### src/rtl/dmem_arbiter.sv
// dmem_arbiter
// Shares the single-port data memory between the CPU load/store path and the
// host loader/debug port. At most one access is issued per clock. Contention
// is round-robin with a bounded host burst allowance. Read data is steered back
// to the issuing port RD_LAT cycles after its grant.
//
// Ports
//   clk, reset                      clock, asynchronous active-low reset
//   cpu_req/wr/addr/wdata    (in)   CPU access request
//   cpu_gnt/rvalid/rdata     (out)  CPU grant and read return
//   host_req/wr/addr/wdata   (in)   host access request
//   host_gnt/rvalid/rdata    (out)  host grant and read return
//   mem_addr/wdata/wr/rd     (out)  memory bus
//   mem_rdata                (in)   memory read data, RD_LAT cycles after mem_rd
//
// Arbitration state
//   last_gnt | meaning
//   GNT_CPU  | last grant went to the CPU; host wins the next contention
//   GNT_HOST | last grant went to the host; host keeps winning until host_run = BURST_MAX
module dmem_arbiter #(
    parameter int ADDR_W    = 8,
    parameter int DATA_W    = 16,
    parameter int RD_LAT    = 1,
    parameter int BURST_MAX = 4
) (
    input  logic              clk,
    input  logic              reset,
    input  logic              cpu_req,
    input  logic              cpu_wr,
    input  logic [ADDR_W-1:0] cpu_addr,
    input  logic [DATA_W-1:0] cpu_wdata,
    output logic              cpu_gnt,
    output logic              cpu_rvalid,
    output logic [DATA_W-1:0] cpu_rdata,
    input  logic              host_req,
    input  logic              host_wr,
    input  logic [ADDR_W-1:0] host_addr,
    input  logic [DATA_W-1:0] host_wdata,
    output logic              host_gnt,
    output logic              host_rvalid,
    output logic [DATA_W-1:0] host_rdata,
    output logic [ADDR_W-1:0] mem_addr,
    output logic [DATA_W-1:0] mem_wdata,
    output logic              mem_wr,
    output logic              mem_rd,
    input  logic [DATA_W-1:0] mem_rdata
);
    // BURST_MAX is at most 15, so a 4-bit run counter always suffices.
    localparam int                RUN_W     = 4;
    localparam logic [RUN_W-1:0] BURST_CAP = RUN_W'(BURST_MAX);

    typedef enum logic {
        GNT_CPU  = 1'b0,
        GNT_HOST = 1'b1
    } gnt_src_e;

    gnt_src_e          last_gnt, last_gnt_nxt;
    logic [RUN_W-1:0]  host_run, host_run_nxt;
    logic              cpu_win, host_win;
    logic [RD_LAT-1:0] tag_vld;
    logic [RD_LAT-1:0] tag_host;

    always_ff @(posedge clk or negedge reset) begin
        if (!reset) begin
            last_gnt <= GNT_HOST;
            host_run <= BURST_CAP;
        end else begin
            last_gnt <= last_gnt_nxt;
            host_run <= host_run_nxt;
        end
    end

    // Grant is combinational so a request can be served in the cycle it rises.
    // Holding reset low suppresses every grant regardless of the requests.
    always_comb begin
        cpu_win  = 1'b0;
        host_win = 1'b0;
        if (reset) begin
            if (cpu_req && host_req) begin
                if (last_gnt == GNT_HOST && host_run >= BURST_CAP)
                    cpu_win = 1'b1;
                else
                    host_win = 1'b1;
            end else begin
                cpu_win  = cpu_req;
                host_win = host_req;
            end
        end
    end

    // A CPU grant or an idle cycle ends the host burst.
    always_comb begin
        last_gnt_nxt = last_gnt;
        host_run_nxt = '0;
        if (cpu_win) begin
            last_gnt_nxt = GNT_CPU;
        end else if (host_win) begin
            last_gnt_nxt = GNT_HOST;
            host_run_nxt = (host_run >= BURST_CAP) ? BURST_CAP : host_run + RUN_W'(1);
        end
    end

    always_comb begin
        mem_addr  = '0;
        mem_wdata = '0;
        mem_wr    = 1'b0;
        mem_rd    = 1'b0;
        if (cpu_win) begin
            mem_addr  = cpu_addr;
            mem_wdata = cpu_wdata;
            mem_wr    = cpu_wr;
            mem_rd    = ~cpu_wr;
        end else if (host_win) begin
            mem_addr  = host_addr;
            mem_wdata = host_wdata;
            mem_wr    = host_wr;
            mem_rd    = ~host_wr;
        end
    end

    // Read tags travel alongside the memory latency; stage RD_LAT-1 lines up
    // with valid mem_rdata, which keeps returns in issue order.
    if (RD_LAT == 1) begin : g_tag_lat1
        always_ff @(posedge clk or negedge reset) begin
            if (!reset) begin
                tag_vld  <= '0;
                tag_host <= '0;
            end else begin
                tag_vld  <= mem_rd;
                tag_host <= host_win;
            end
        end
    end else begin : g_tag_latn
        always_ff @(posedge clk or negedge reset) begin
            if (!reset) begin
                tag_vld  <= '0;
                tag_host <= '0;
            end else begin
                tag_vld  <= {tag_vld[RD_LAT-2:0], mem_rd};
                tag_host <= {tag_host[RD_LAT-2:0], host_win};
            end
        end
    end

    assign cpu_gnt     = cpu_win;
    assign host_gnt    = host_win;
    assign cpu_rvalid  = reset & tag_vld[RD_LAT-1] & ~tag_host[RD_LAT-1];
    assign host_rvalid = reset & tag_vld[RD_LAT-1] &  tag_host[RD_LAT-1];
    assign cpu_rdata   = mem_rdata;
    assign host_rdata  = mem_rdata;

endmodule
### config.mk
export PLATFORM = sky130hd
export DESIGN_NAME = dmem_arbiter
export DESIGN_NICKNAME = d
export VERILOG_FILES = /design/src/rtl/dmem_arbiter.sv
export SDC_FILE = /design/constraint.sdc
export NUM_CORES = 1
export LEC_CHECK = 0
export ABC_AREA = 0
export BUFFER_PORTS_ARGS = -buffer_cell sky130_fd_sc_hd__buf_2
export CAP_MARGIN = 20
export CORE_ASPECT_RATIO = 2
export CORE_UTILIZATION = 26
export CTS_BUF_LIST = sky130_fd_sc_hd__clkbuf_16
export DETAILED_ROUTE_END_ITERATION = 6
export PLACE_DENSITY = 0.78
export SYNTH_ARGS = -nofsm -noshare
export SYNTH_HDL_FRONTEND = slang
export SYNTH_SLANG_ARGS = --single-unit
### constraint.sdc
create_clock -name clk -period 1.2 [get_ports clk]
set_input_delay 0.06 -clock clk [delete_from_list [all_inputs] [get_ports clk]]
set_output_delay 0.06 -clock clk [all_outputs]
set_load 0.05 [all_outputs]
# Word level (Yosys, flattened, before mapping)
# Index checks and enable logic that the tools add are counted.
[word_totals]
reg_bits = 7
in_bits = 70
output_inout_bits = 62
elab_cells = 34
[classes]
addsub = 1
order_cmp = 1
mux = 19
n_bitwise = 6
n_reduce_logical = 3
[ops]
columns = ["operator", "count"]
rows = [
  ["16-bit 2-to-1 mux", 2],
  ["8-bit 2-to-1 mux", 2],
  ["1-bit 2-to-1 mux", 12],
  ["4-bit 2-to-1 mux", 3],
  ["4-bit by 1-bit adder with 4-bit output (second input constant)", 1],
  ["4-bit by 3-bit greater-or-equal comparator with 1-bit output (second input constant)", 1],
  ["1-bit AND", 3],
  ["1-bit inverter", 3],
  ["1-bit logical AND", 2],
  ["2-bit nonzero test", 1],
]

# Depth between registers and ports, before layout
# Gate-level depths: netlist (run 1).
[depth]
word_depth = 7
ltp_mapped = 4
mapped_depth_nobuf = 3

# Least setup slack after synthesis (run 1)
# Ideal clock, no wire load.
[synth_timing]
kind = "register to output"
startpoint = "register last_gnt"
endpoint = "output port mem_wdata[14]"
t_arrival_ns = 1.749
t_required_ns = 1.140
slack_ns = -0.609
path_stages_with_launch = 5
path_buffers = 1
path_cell_list = "dfstp_2 -> o21ai_1 -> a21oi_4 -> buf_2 -> a22o_1"
[synth_via]
word_cells_on_any_way = 9
classes_between = "8 x mux; 1 x reduce/logical"
[synth_rtl]
columns = ["element", "line", "rtl"]
rows = [
  ["start, declared", "57", "gnt_src_e last_gnt, last_gnt_nxt;"],
  ["start signal, assigned", "68", "last_gnt <= last_gnt_nxt;"],
  ["1-bit logical AND", "80", "if (last_gnt == GNT_HOST && host_run >= BURST_CAP)"],
  ["1-bit 2-to-1 mux", "80", ""],
  ["1-bit 2-to-1 mux", "79", "if (cpu_req && host_req) begin"],
  ["1-bit 2-to-1 mux", "78", "if (reset) begin"],
  ["net cpu_gnt", "32", "output logic cpu_gnt,"],
  ["16-bit 2-to-1 mux", "108", "if (cpu_win) begin"],
  ["end, declared", "43", "output logic [DATA_W-1:0] mem_wdata,"],
]
# The timed path passes the listed nets, and every way through them passes these cells.

# Final worst setup path (run 1)
[layout_timing]
startpoint = "register host_run[2]"
endpoint = "output port mem_wr"
[layout_via]
elab_chain_len = 7
word_cells_on_any_way = 10
classes_between = "1 x order compare; 8 x mux; 1 x reduce/logical"
[layout_rtl]
columns = ["element", "line", "rtl"]
rows = [
  ["start, declared", "58", "logic [RUN_W-1:0] host_run, host_run_nxt;"],
  ["start signal, assigned", "69", "host_run <= host_run_nxt;"],
  ["4-bit by 3-bit greater-or-equal comparator with 1-bit output *", "80", ""],
  ["1-bit logical AND *", "80", ""],
  ["1-bit 2-to-1 mux", "80", ""],
  ["1-bit 2-to-1 mux", "79", ""],
  ["1-bit 2-to-1 mux", "78", ""],
  ["1-bit 2-to-1 mux", "113", "end else if (host_win) begin"],
  ["1-bit 2-to-1 mux *", "108", ""],
  ["end, declared", "44", "output logic mem_wr,"],
]
# Mark *: on every way between the ends. The rest lies on a longest branch, timed or not.

==> flow_summary.toml, run 1 <==
[die]
effective_utilization_at_floorplan_pct = 27.6
floorplan.rows = 28
chipWidth_um = 41.8
boundaryPins = 132
die-height_um = 81.6
coreArea_sq_mm = 0.00298
die_area_sq_mm = 0.00341

[timing]
worst_slack_ns = -0.493
finalSetupTns_ns = -13.14
final_critical_delay_including_setup_and_external_delays_ns = 1.69
rsz0062_at_grt = "yes"
worst_clock_skew_ns = 0.00250
achievable-frequency_mhz = 591
timing.final.max_slew_violations = 0
final_worst_hold_slack_ns = 0.120
setup-violations-final = 30
finalHoldViolCount = 0
post-route-period-util_pct = 141

[placement]
post-dp-hpwl_um = 2160
globalplace.congestion = 0.804
detailed_place.area_sq_mm = 0.00124
port_buffers = 83

[grt]
grt_pass1_wl_um = 4550
met1_usage_pct = 12.2
antenna_found_initial = 0
global_route.usage.met3_pct = 7.03
globalRoute.busiestLayer = "met2"
grtUsageMet2_pct = 34.1
grt_pass1_vias = 1041
grt.total_usage_pct = 17.6
grt_start_max_net_pins = 21
grt_overflow = 0

[clocking]
clkTransAtPathRegs_ns = 0.04
ctsRootBufferMaster = "sky130_fd_sc_hd__clkbuf_16"
ctsHtreeMaxLevel = 1
clk-insertion-delay-late_ns = 0.23
clkSinkCount = 7
clock_tree.buffer_depth = 2
cts_buffers = 3
tritoncts = "yes"

[synth]
syn-mean-instance-area_sq_um = 9.36
netlist_instances = 88
synth.lib_cells_used.distinct = 20
synth_seq_area_share_pct = 21.6
synth_seq_cells = 7
netlist_area_sq_um = 823
ys_warn_count = 0
postSynthNetCount = 159

[cells_and_area]
layout-area-overhead-vs-synth_pct = 102
final_util_pct = 55.8
diodes = 0
ff_latch_area_sq_um = 178
post-route-cell-area_sq_mm = 0.00166
layout.cells.most_common_list = "55 x sky130_fd_sc_hd__buf_2, 23 x sky130_fd_sc_hd__buf_8, 21 x sky130_fd_sc_hd__a22o_4"
multi_input_area_sq_um = 533
final_nets = 222
layout.cells.most_common = "sky130_fd_sc_hd__buf_2"
num-fill-cells = 213
post_route_cells_drive_above_1_share_pct = 85.3

[critical_path]
worst_ep_required_time_ns = 1.14
critical_path.max_stage_delay_ns = 0.53
reg2reg_setup_slack_ns = -0.24
setup.worst_path.start_class = "flop"
end_kind = "output pin"
critical_path_arrival_ns = 1.63
critical_path.cell_chain = "or2_4, a31oi_4, buf_6, a22o_2, buf_8"
slowest_stage = "sky130_fd_sc_hd__dfstp_2"
worstPathMaxFanout = 8
worst-setup-path-type = "reg -> out"

[routing]
drt_pre_antenna_iters = 3
vias = 928
drt.antenna.violating_nets = 0
route.detailed.drc = 0
drt-wirelength-per-cell_um = 17.9
detail_route.iter0.violations = 10
via_density_per_instance = 5.16
wirelength_um = 3230

[worst_hold_path]
min_path_type = "in -> out"

[run_status]
violations = "negative setup slack"
outcome = "complete, but fails checks"

[pwr]
power.total_mw = 1.69
power.static_leakage_nw = 0.881
power.density_mw_per_mm2 = 1020
worst_ir_drop_on_vdd_uv = 737

[job]
maxCapViolations = 0
==> report_power, final <==
group / leakage (nW) / internal, mW / switching, mW / total, mW
clock network: 0.0409 / 0.437 / 0.132 / 0.570
registers: 0.0863 / 0.257 / 0.0105 / 0.268
logic: 0.754 / 0.401 / 0.456 / 0.857
==> worst max-delay path: cells and delay by family (launching register included) <==
family,cells,cell delay [ns]
buffers and inverters,2,0.32
DFF,1,0.53
and+or+nand+nor,1,0.13
AOI/OAI and AO/OA,2,0.40
==> cells in the mapped netlist, drive strengths merged <==
library cell	n	area, sq um
and3	1	6.26
nand2	3	11.3
nor3	2	10.0
conb	1	3.75
o21ai	1	5.00
buf	36	273
a21oi	2	21.3
a31oi	1	21.3
dfstp	2	52.6
ha	1	12.5
or2	1	8.76
nor2	2	7.51
dfrtp	5	125
inv	3	11.3
o21a	1	7.51
a22o	26	246
==> registers in the layout, summed over array words and instances (netlist names) <==
register  cells
last_gnt      1
tag_host      1
host_run      4
tag_vld       1
==> cells by family (layout without fill, tap and decap cells) <==
group | Yosys count | after routing | synth area share [%]
buffers and inverters | 39 | 101 | 34.5
flip-flops | 7 | 7 | 21.6
other | 1 | 1 | 0.455
AO/OA/AOI/OAI | 31 | 31 | 36.6
adder cells (fa/ha/maj) | 1 | 1 | 1.52
AND/OR/NAND/NOR | 9 | 9 | 5.32
==> per-layer routing <==
| metal | vias up | routed length, um |
|---|---|---|
| li1 | 411 | - |
| met1 | 404 | 881 |
| met2 | 79 | 1730 |
| met3 | 34 | 374 |
| met4 | 0 | 242 |
| met5 | - | 0 |
==> layout make-up <==
class                      count  share of cell area [%]
clock buffer                   3                    4.52
clock inverter                 1                   0.301
timing repair buffer          94                    49.4
inverter                       3                   0.678
multi-input combinational     42                    32.1
tap                           30                    2.26
sequential                     7                    10.7
==> repair_timing <==
item,in CTS,in global routing
hold endpoints to repair,7,0
gates resized for setup,67,19
pin swaps,0,3
setup buffers,0,0
hold buffers,1,0
endpoints found under the setup margin,30,30
gates cloned,0,1
==> through the flow <==
stage / instances / setup slack (ns)
4_1_cts: 179 / -0.497
6_report: 180 / -0.493
3_5_place_dp: 174 / -0.304
5_1_grt: 180 / -0.547
2_1_floorplan: 88 / -0.213
3_3_place_gp: 174 / -0.281
==> worst paths after layout <==
check | to | start | cells after the start
setup / recovery | mem_wr | host_run[2] | 5
hold / removal | host_rdata[1] | mem_rdata[1] | 0
setup reg to reg | tag_vld | host_run[2] | 5
hold reg to reg | host_run[0] | host_run[0] | 1
max in group asynchronous | last_gnt | reset | 3
min in group asynchronous | tag_host | reset | 3
No activity file was read; power rests on OpenSTA's default activity.
==> run 2, diff against run 1 <==
==> config.mk (replaced) <==
export PLATFORM = sky130hd
export DESIGN_NAME = dmem_arbiter
export DESIGN_NICKNAME = d
export VERILOG_FILES = /design/src/rtl/dmem_arbiter.sv
export SDC_FILE = /design/constraint.sdc
export NUM_CORES = 1
export LEC_CHECK = 0
export ABC_AREA = 1
export BUFFER_PORTS_ARGS = -buffer_cell sky130_fd_sc_hd__buf_2
export CAP_MARGIN = 20
export CORE_ASPECT_RATIO = 2
export CORE_UTILIZATION = 29
export CTS_BUF_LIST = sky130_fd_sc_hd__clkbuf_16
export DETAILED_ROUTE_END_ITERATION = 6
export PLACE_DENSITY = 0.76
export SYNTH_ARGS = -nofsm -noshare
export SYNTH_HDL_FRONTEND = slang
export SYNTH_SLANG_ARGS = --single-unit
==> flow_summary.toml, run 2 <==
[run_status]
outcome = "complete, but fails checks"
violations = "negative setup slack"

[synth]
synth.top_cells.by_count = "46 x sky130_fd_sc_hd__nand3_1, 35 x sky130_fd_sc_hd__buf_4, 29 x sky130_fd_sc_hd__nand2_1"
complex_gate_fraction_of_the_synthesized_area_pct = 2.13
synth-xor-area-share_pct = 0
synth.lib_cells_used.distinct = 21
yosysMostFrequentCell = "sky130_fd_sc_hd__nand3_1"
netlist_area_sq_mm = 0.00106
post_synth_top_area_cell = "sky130_fd_sc_hd__buf_4"
post_synth_and_or_nand_nor_area_fraction_pct = 46.0
synth-async-reset-ratio_pct = 100
yosys_most_used_dff = "sky130_fd_sc_hd__dfrtp_1"
synth_seq_cells = 7
netlist_top_cells_area = "sky130_fd_sc_hd__buf_4 25%, sky130_fd_sc_hd__nand3_1 22%, sky130_fd_sc_hd__dfrtp_1 12%"
post_synth_fa_ha_maj_area_fraction_pct = 1.18
muxShareOfSynthArea_pct = 0
synth_top_family_by_area = "simple AND/OR/NAND/NOR gates"
syn-mean-instance-area_sq_um = 6.88
ys_warn_count = 0
post-synth-top-area-fraction_pct = 24.8
netlist_instances = 154
synth_seq_area_share_pct = 16.8
synth_enable_flop_cells = 0
postSynthNetCount = 225

[pwr]
power.density_mw_per_mm2 = 917
power.static_leakage_nw = 0.950
worst_ir_drop_on_vdd_uv = 656
power.total_mw = 1.71

[routing]
route.detailed.drc = 0
drt.antenna.violating_nets = 0
detail_route.iter0.violations = 13
wirelength_um = 3570
drt-wirelength-per-cell_um = 13.5
via_density_per_instance = 4.75
drt_pre_antenna_iters = 4
vias = 1255

[die]
effective_utilization_at_floorplan_pct = 30.7
boundaryPins = 132
die-height_um = 87.5
coreArea_sq_mm = 0.00345
chipWidth_um = 44.7
die_area_sq_mm = 0.00391
floorplan.rows = 30

[timing]
achievable-frequency_mhz = 639
final_critical_delay_including_setup_and_external_delays_ns = 1.56
rsz0062_at_grt = "yes"
finalHoldViolCount = 0
setup-violations-final = 33
worst_slack_ns = -0.364
finalSetupTns_ns = -9.33
timing.final.max_slew_violations = 0
post-route-period-util_pct = 130
worst_clock_skew_ns = 0.000955

[cells_and_area]
layout.cells.most_common_list = "55 x sky130_fd_sc_hd__buf_2, 34 x sky130_fd_sc_hd__nand3_1, 31 x sky130_fd_sc_hd__buf_6"
largest_register_ffs = 4
final_util_pct = 54.1
max_flop_register = "host_run"
layout-area-overhead-vs-synth_pct = 76.4
post_route_cells_drive_above_1_share_pct = 71.8
num-fill-cells = 335
final_nets = 288
diodes = 0
layout.cells.most_common = "sky130_fd_sc_hd__buf_2"

[critical_path]
end_kind = "output pin"
worstPathMaxFanout = 18
reg2reg_setup_slack_ns = -0.12
critical_path_arrival_ns = 1.50
reg2reg_to = "host_run[0]"
worst-setup-path-type = "reg -> out"
reg2reg_depth = 7
setup.worst_path.start_class = "flop"
worst_ep_required_time_ns = 1.14
worst_r2r_startpoint = "host_run[2]"

[grt]
grt_overflow = 0
antenna_found_initial = 0
grt.total_usage_pct = 19.3
grt_pass1_vias = 1275
grt_pass1_wl_um = 5590
grt_start_max_net_pins = 29

[placement]
post-dp-hpwl_um = 2390
dp_slack_ns = -0.224
port_buffers = 83
globalplace.congestion = 0.742

[worst_hold_path]
min-delay-start = "mem_rdata[10]"
min_delay_path_depth = 0
whs_endpoint = "cpu_rdata[10]"
min_path_type = "in -> out"

[job]
maxCapViolations = 0

[clocking]
ctsRootBufferMaster = "sky130_fd_sc_hd__clkbuf_16"
cts_buffers = 3
clkSinkCount = 7
clkTransAtPathRegs_ns = 0.04
ctsHtreeMaxLevel = 1
tritoncts = "yes"
clock_tree.buffer_depth = 2
clk-insertion-delay-late_ns = 0.23
-- run 2: layer usage --
layer,part of all wire [%],vias up,GRT usage (%)
li1,-,596,-
met1,32,568,17.1
met2,57,64,35.8
met3,6.3,27,2.90
met4,5.3,0,15.4
met5,0,-,0
-- run 2: worst max-delay path by stage --
stage / start / endpoint / slack, ns / depth (start not counted)
after floorplan: host_run[2] / tag_host / -0.09 / 5
after global placement: host_run[2] / mem_wdata[10] / -0.21 / 5
after detailed placement: host_run[2] / mem_addr[3] / -0.22 / 5
after CTS: host_run[2] / mem_wdata[10] / -0.35 / 7
after global routing: host_run[2] / mem_addr[1] / -0.42 / 7
final: host_run[2] / mem_addr[1] / -0.36 / 7
-- run 2: repair_timing --
item / in CTS / in global routing
cloned: 1 / 0
gates resized for setup: 72 / 3
pin swaps: 2 / 2
hold buffers: 1 / 0
setup buffers: 0 / 1
setup endpoints to repair: 32 / 33
endpoints found under the hold margin: 7 / 0
-- run 2: power breakdown --
| group | switching [mW] | total, mW | internal, mW |
|---|---|---|---|
| clock network | 0.131 | 0.565 | 0.434 |
| logic | 0.532 | 0.879 | 0.348 |
| registers | 0.0119 | 0.269 | 0.257 |
-- run 2: cell families (layout without fill, tap and decap cells) --
group | after synthesis | in the layout
flip-flops | 7 | 7
other | 1 | 1
AND/OR/NAND/NOR | 94 | 95
buffers and inverters | 48 | 109
AO/OA/AOI/OAI | 3 | 3
adder cells (fa/ha/maj) | 1 | 1
-- run 2: stage by stage --
step | hold slack [ns] | cell area [sq um] | instances
3_3_place_gp | 0.0283 | 1500 | 257
4_1_cts | 0.121 | 1850 | 263
3_5_place_dp | 0.0320 | 1500 | 257
2_1_floorplan | -0.236 | 1220 | 154
6_report | 0.120 | 1870 | 264
5_1_grt | 0.120 | 1870 | 264
-- run 2: layout make-up --
class / count / area, sq um / share of cell area [%]
Timing Repair Buffer: 97 / 747 / 40.0
Clock buffer: 3 / 75.1 / 4.02
Tap cell: 48 / 60.1 / 3.21
Multi-Input combinational cell: 100 / 769 / 41.2
Inverter: 8 / 36.3 / 1.94
Sequential cell: 7 / 178 / 9.50
Clock inverter: 1 / 3.75 / 0.201
-- run 2: critical path, cell delays in order (launching register included) --
cell and delay, ns:
sky130_fd_sc_hd__dfstp_2 0.55, sky130_fd_sc_hd__inv_2 0.06, sky130_fd_sc_hd__nand2_4 0.08, sky130_fd_sc_hd__nand3_4 0.09
sky130_fd_sc_hd__buf_12 0.17, sky130_fd_sc_hd__nand3_1 0.08, sky130_fd_sc_hd__nand2_1 0.08, sky130_fd_sc_hd__buf_6 0.15
